==> config.mk <==
export PLATFORM = sky130hd
export DESIGN_NAME = ct_l2c_prf_arb
export DESIGN_NICKNAME = d
export VERILOG_FILES = /design/src/rtl/ct_l2c_prf_arb.sv
export SDC_FILE = /design/constraint.sdc
export NUM_CORES = 1
export LEC_CHECK = 0
export ABC_CLOCK_PERIOD_IN_PS = 4550
export BUFFER_PORTS_ARGS = -buffer_cell sky130_fd_sc_hd__buf_2
export CAP_MARGIN = 20
export CORE_MARGIN = 1.5
export CORE_UTILIZATION = 25
export DETAILED_ROUTE_END_ITERATION = 10
export MAX_ROUTING_LAYER = met4
export PLACE_DENSITY = 0.51
export SYNTH_ARGS = -nofsm -noshare
export SYNTH_HDL_FRONTEND = slang
export SYNTH_HIERARCHICAL = 1
export SYNTH_SLANG_ARGS = --single-unit
==> constraint.sdc <==
create_clock -name vclk -period 4.55
set_input_delay 0.6825 -clock vclk [all_inputs]
set_output_delay 0.6825 -clock vclk [all_outputs]
set_load 0.03 [all_outputs]
==> src/rtl/ct_l2c_prf_arb.sv <==
// ct_l2c_prf_arb: two-source round-robin prefetch arbiter toward the CIU with
// same-line merge, an output holding register and a programmable post-accept gap.

module gated_clk_cell (
   input  logic clk_in,
   input  logic local_en,
   input  logic module_en,
   input  logic pad_yy_icg_scan_en,
   output logic clk_out
);
   logic r_en_lat;

   // NOTE: the enable is latched while the clock is low, so clk_out cannot glitch.
   always_latch begin
      if (!clk_in) r_en_lat <= local_en | module_en | pad_yy_icg_scan_en;
   end

   assign clk_out = clk_in & r_en_lat;
endmodule

module ct_l2c_prf_arb (
   input  logic        forever_cpuclk,
   input  logic        cpurst_b,
   input  logic        l2c_icg_en,
   input  logic        pad_yy_icg_scan_en,
   input  logic        pf0_arb_vld,
   input  logic [33:0] pf0_arb_addr,
   input  logic [2:0]  pf0_arb_prot,
   output logic        arb_pf0_ready,
   input  logic        pf1_arb_vld,
   input  logic [33:0] pf1_arb_addr,
   input  logic [2:0]  pf1_arb_prot,
   output logic        arb_pf1_ready,
   input  logic        prf_arb_flush,
   input  logic [1:0]  ciu_l2c_prf_gap,
   input  logic        ciu_l2c_prf_ready,
   output logic        l2c_ciu_prf_vld,
   output logic [33:0] l2c_ciu_prf_addr,
   output logic [2:0]  l2c_ciu_prf_prot,
   output logic        prf_arb_idle
);
   typedef enum logic [1:0] {
      IDLE  = 2'd0,
      ISSUE = 2'd1,
      GAP   = 2'd2
   } state_e;

   state_e      r_state;
   state_e      w_state_nxt;
   logic [1:0]  r_cnt;
   logic [1:0]  w_cnt_nxt;
   logic        r_rr_ptr;
   logic [33:0] r_addr;
   logic [2:0]  r_prot;

   logic        w_xfer;
   logic        w_slot_free;
   logic        w_load;
   logic        w_both;
   logic        w_merge;
   logic        w_win1;
   logic        w_local_en;
   logic        w_gclk;

   assign w_xfer      = l2c_ciu_prf_vld & ciu_l2c_prf_ready;
   assign w_slot_free = (r_state == IDLE)
                      | ((r_state == ISSUE) & w_xfer & (ciu_l2c_prf_gap == 2'd0))
                      | ((r_state == GAP) & (r_cnt == 2'd1));
   assign w_load      = ~prf_arb_flush & (pf0_arb_vld | pf1_arb_vld) & w_slot_free;

   // Under contention rr_ptr names the winner; a merge consumes both requests.
   assign w_both        = pf0_arb_vld & pf1_arb_vld;
   assign w_merge       = w_both & (pf0_arb_addr == pf1_arb_addr);
   assign w_win1        = w_both ? r_rr_ptr : pf1_arb_vld;
   assign arb_pf0_ready = w_load & (~w_win1 | w_merge);
   assign arb_pf1_ready = w_load & (w_win1 | w_merge);

   assign l2c_ciu_prf_vld  = (r_state == ISSUE);
   assign prf_arb_idle     = (r_state == IDLE);
   assign l2c_ciu_prf_addr = r_addr;
   assign l2c_ciu_prf_prot = r_prot;

   // Every state change coincides with one of these terms, so gating is invisible.
   assign w_local_en = w_load | w_xfer | prf_arb_flush | (r_state == GAP);

   gated_clk_cell x_gated_clk_cell (
      .clk_in             (forever_cpuclk),
      .local_en           (w_local_en),
      .module_en          (l2c_icg_en),
      .pad_yy_icg_scan_en (pad_yy_icg_scan_en),
      .clk_out            (w_gclk)
   );

   // NOTE: every always_comb output gets a default first, so no latch is inferred.
   always_comb begin
      w_state_nxt = r_state;
      w_cnt_nxt   = r_cnt;
      case (r_state)
         IDLE: begin
            if (w_load) w_state_nxt = ISSUE;
         end
         ISSUE: begin
            if (prf_arb_flush) begin
               w_state_nxt = IDLE;
            end else if (w_xfer) begin
               if (ciu_l2c_prf_gap == 2'd0) begin
                  w_state_nxt = w_load ? ISSUE : IDLE;
               end else begin
                  w_cnt_nxt   = ciu_l2c_prf_gap;
                  w_state_nxt = GAP;
               end
            end
         end
         GAP: begin
            if (prf_arb_flush) begin
               w_cnt_nxt   = 2'd0;
               w_state_nxt = IDLE;
            end else if (r_cnt == 2'd1) begin
               w_cnt_nxt   = 2'd0;
               w_state_nxt = w_load ? ISSUE : IDLE;
            end else begin
               w_cnt_nxt = r_cnt - 2'd1;
            end
         end
         default: w_state_nxt = IDLE;
      endcase
   end

   // NOTE: sequential state uses non-blocking assignments only.
   always_ff @(posedge w_gclk or negedge cpurst_b) begin
      if (!cpurst_b) begin
         r_state  <= IDLE;
         r_cnt    <= 2'd0;
         r_rr_ptr <= 1'b0;
      end else begin
         r_state <= w_state_nxt;
         r_cnt   <= w_cnt_nxt;
         if (w_load) r_rr_ptr <= ~w_win1;
      end
   end

   // The output register is not cleared on flush; vld alone marks it empty.
   always_ff @(posedge w_gclk or negedge cpurst_b) begin
      if (!cpurst_b) begin
         r_addr <= 34'd0;
         r_prot <= 3'd0;
      end else if (w_load) begin
         r_addr <= w_win1 ? pf1_arb_addr : pf0_arb_addr;
         r_prot <= w_win1 ? pf1_arb_prot : pf0_arb_prot;
      end
   end
endmodule

After elaboration in Yosys (flattened, before gate mapping)

Index checks and enable logic that the tools add are counted.

Register bits: 42
Input port bits: 84
Memories: 0
Output and inout port bits: 41
Memory bits (writable): 0
Word-level logic and storage cells: 63
Latch bits: 1
ROM bits: 0

Bitwise operators: 23
Add/subtract/negate cells: 1
Divide/modulo/power cells: 0
Multiplexer cells: 18
Reductions and logical operators: 5
$mul: 0
Order comparisons: 0
Shifts and indexed selects: 0
Equal/unequal tests: 10

Operators by type and width:

| kind                                                               | count |
|---|---|
| 34-bit == test                                                     | 1 |
| 34-bit two-way mux                                                 | 1 |
| 2-bit two-way mux                                                  | 11 |
| 1-bit bitwise AND                                                  | 11 |
| 1-bit bitwise OR                                                   | 10 |
| 3-bit by 2-bit != test with 1-bit output, second input constant    | 2 |
| 2-bit case mux with 3 select lines                                 | 1 |
| 2-bit by 1-bit == test with 1-bit output, second input constant    | 2 |
| 2-bit logical NOT                                                  | 2 |
| 2-bit by 1-bit != test with 1-bit output, second input constant    | 2 |
| 2-bit != test, second input constant                               | 2 |
| 2-bit case mux with 2 select lines                                 | 1 |
| 4-bit AND reduction                                                | 1 |
| 1-bit two-way mux                                                  | 3 |
| 3-bit two-way mux                                                  | 1 |
| 3-bit AND reduction                                                | 1 |
| 2-bit == test, second input constant                               | 1 |
| 1-bit inverter                                                     | 2 |
| 2-bit nonzero test                                                 | 1 |
| 2-bit by 1-bit subtractor with 2-bit output, second input constant | 1 |

Longest topological paths before layout

Word-level depth: 13
Gate-level depth with buffers: 9

Cells and area by module

The synthesis kept the hierarchy.

Modules (own cells, without submodules):

| module         | instances | area an instance (um^2) | cells an instance | seq. area each (um^2) |
|---|---|---|---|---|
| ct_l2c_prf_arb | 1         | 2339.7                  | 214               | 1051.0 |
| gated_clk_cell | 1         | 27.5                    | 3                 | 0.0 |

==> impl_metrics.py <==
metrics = {
    "floorplanning": {
        "pin_count": 125,
        "dieArea_um2": 10060,
        "core_area_um2": 9196,
        "initial_core_util_pct": 25.74,
        "fp-row-count": 35,
        "die_x_um": 100.3,
        "die_h_um": 100.3,
    },
    "timing": {
        "min_period_ps": 2952,
        "setup_violations": 0,
        "untimed_endpoints": 82,
        "unclocked_pins": 43,
        "drv_slew": 0,
        "hold_violations": 0,
        "worst_pin_slew_ps": 709.1,
        "fmax_mhz": 338.8,
        "tns_ps": 0,
        "post-route-period-util_pct": 64.87,
        "maxSlewHeadroom_pct": 52.73,
        "rsz0062_at_grt": "no",
    },
    "routing": {
        "route.met2.wl_mm": 3.197,
        "vias": 2151,
        "wl_met3_um": 387,
        "drc": 0,
        "top_layer": "met3",
        "postRouteAntennaNets": 0,
        "first_pass_iters": 4,
        "finalWirelength_mm": 7.111,
        "wl_per_cell_um": 15.98,
        "wirelength_met1_mm": 3.526,
        "via_per_inst": 4.834,
        "drt_iter0_drc": 74,
    },
    "place": {
        "gp_congestion": 0.7418,
        "dp.cells": 444,
        "dpl_cell_area_um2": 3070,
        "port_buffers": 125,
        "dp_hpwl_mm": 5.288,
    },
    "yosys": {
        "synth_area_um2": 2367,
        "postSynthCellCount": 217,
        "ys_warn_count": 6,
        "synth_compound_area_share_pct": 18.39,
        "syn_nets": 302,
        "synthSimpleGateAreaFrac_pct": 18.29,
        "synthDistinctLibCells": 32,
        "synthXorXnorAreaFrac_pct": 12.58,
        "synth_fa_ha_area_share_pct": 0.5285,
        "avgSynthCellArea_um2": 10.91,
        "synth-seq-cells": 43,
        "synth_top_family_by_area": "compound AO/OA/AOI/OAI gates",
        "synth.area.mux_share_pct": 0.8457,
    },
    "job": {
        "maxCapViolations": 0,
    },
    "power_and_ir_drop": {
        "finalPower_mw": 0.2193,
        "p_leak_nw": 1.494,
        "ir_worst_vdd_mv": 0.03132,
        "p_per_area_nw_per_um2": 70.79,
    },
    "critical_path": {
        "required_ps": 3870,
        "startpoint_type": "input pin",
        "crit_arrival_ps": 2270,
        "critPathCaptureType": "primary output",
        "path_max_fanout": 2,
        "crit_type": "input pin to primary output",
    },
    "global_route": {
        "antenna_found_initial": 0,
        "grt_max_degree": 43,
        "grt_pass1_wl_mm": 11.11,
        "grt_util_all_layers_pct": 14.14,
        "grt_pass1_vias": 2116,
        "grt_overflow": 0,
    },
    "final_layout": {
        "area_growth_pct": 30.87,
        "fin_cells": 445,
        "utilization_pct": 33.69,
        "layout-drive-gt1-share_pct": 39.52,
        "diodes": 0,
        "nets": 421,
        "final_area_um2": 3098,
        "final.fill_count": 945,
    },
    "clocking": {
        "post_cts_buffers": 0,
        "cts_resized": 0,
        "cts_hold_buf": 0,
    },
    "hold_path": {
        "hold_path_class": "input pin to primary output",
        "hold_depth": 4,
    },
    "run_status": {
        "status": "completed",
    },
}
power breakdown:
part	switching (mW)	internal, mW
Sequential	0.00482	0.0286
Clock	0	0
Combinational	0.103	0.0825
Total	0.108	0.111
critical path, cell delays in order:
cell and delay, ps:
buf_2 110, xor2_1 160, or4_1 520, nor4_1 260, nand4_1 200, nand2b_1 130
buf_2 200
path summary, 6_finish.rpt:
check	start	endpoint	slack [ps]
hold / removal	pf1_arb_vld	arb_pf1_ready	1810
setup / recovery	pf0_arb_addr[22]	arb_pf0_ready	1600
cell families (layout without fill, tap and decap cells):
family,after synthesis,count (layout)
simple gates,74,74
compound gates,46,46
flops,42,42
xor+xnor,34,34
buf+inv,17,134
mux,2,2
fa+ha+maj,1,1
latches,1,1
flip-flops by register name (all words and copies together), names as in the netlist:
name,flops
l2c_ciu_prf_addr,34
l2c_ciu_prf_prot,3
r_cnt,2
r_rr_ptr,1
r_state,2
x_gated_clk_cell/r_en_lat,1
layout by cell type (no fill, tap or decap), types with 2 or more instances in the layout:
| cell type | netlist | final |
|---|---|---|
| a21oi_1 | 2 | 2 |
| buf_2 | 1 | 125 |
| inv_1 | 5 | 5 |
| dfrtp_1 | 42 | 42 |
| nor2_1 | 6 | 6 |
| nand3_1 | 3 | 3 |
| xor2_1 | 6 | 6 |
| nand2b_1 | 3 | 3 |
| nand2_1 | 6 | 6 |
| nor4_1 | 2 | 2 |
| xnor2_1 | 28 | 28 |
| o22ai_1 | 3 | 3 |
| a221o_1 | 37 | 37 |
| nand4_1 | 8 | 8 |
| nor3_1 | 2 | 2 |
| buf_4 | 0 | 3 |
| mux2i_1 | 2 | 2 |
| and2_1 | 38 | 38 |
stage by stage:
stage	setup slack, ps	hold WS (ps)
after floorplan	1934	1593
after global placement	1676	1808
after detailed placement	1612	1799
after CTS	1612	1800
after global routing	1500	1861
final	1598	1809
routing by layer:
metal,global-route usage [%],vias to the layer above
li1,-,1035
met1,20.59,1034
met2,23.02,82
met3,0.9053,0
met4,0.2167,0
met5,-,-
layout make-up:
type | count | area, µm² | area share [%]
sequential | 43 | 1066 | 34.41
inverter | 5 | 18.77 | 0.6058
tap | 111 | 138.9 | 4.483
timing repair buffer | 129 | 675.6 | 21.81
multi-input combinational | 157 | 1199 | 38.69
cell usage after synthesis:
cell type | instances | share of area [%]
nand3_1 | 3 | 0.63
inv_1 | 5 | 0.79
and3_1 | 1 | 0.26
o21bai_1 | 1 | 0.32
or3_1 | 1 | 0.26
a22oi_1 | 1 | 0.32
buf_2 | 1 | 0.21
dfrtp_1 | 42 | 44
nand4_1 | 8 | 2.1
buf_1 | 1 | 0.16
or4_1 | 1 | 0.32
mux2i_1 | 2 | 0.85
nor2_1 | 6 | 0.95
nand2b_1 | 3 | 0.79
and2_1 | 38 | 10
clkbuf_1 | 5 | 0.79
nor2_2 | 1 | 0.26
buf_6 | 5 | 2.4
a21oi_1 | 2 | 0.42
xnor2_1 | 28 | 10
nor2b_1 | 1 | 0.26
ha_1 | 1 | 0.53
a221o_1 | 37 | 16
and3_4 | 1 | 0.48
nand2_1 | 6 | 0.95
nor4_1 | 2 | 0.53
o21ai_0 | 1 | 0.21
o22ai_1 | 3 | 0.79
xor2_1 | 6 | 2.2
a32oi_2 | 1 | 0.69
dlxtn_1 | 1 | 0.63
nor3_1 | 2 | 0.42
Note: power is estimated with default switching activity, not from simulation.
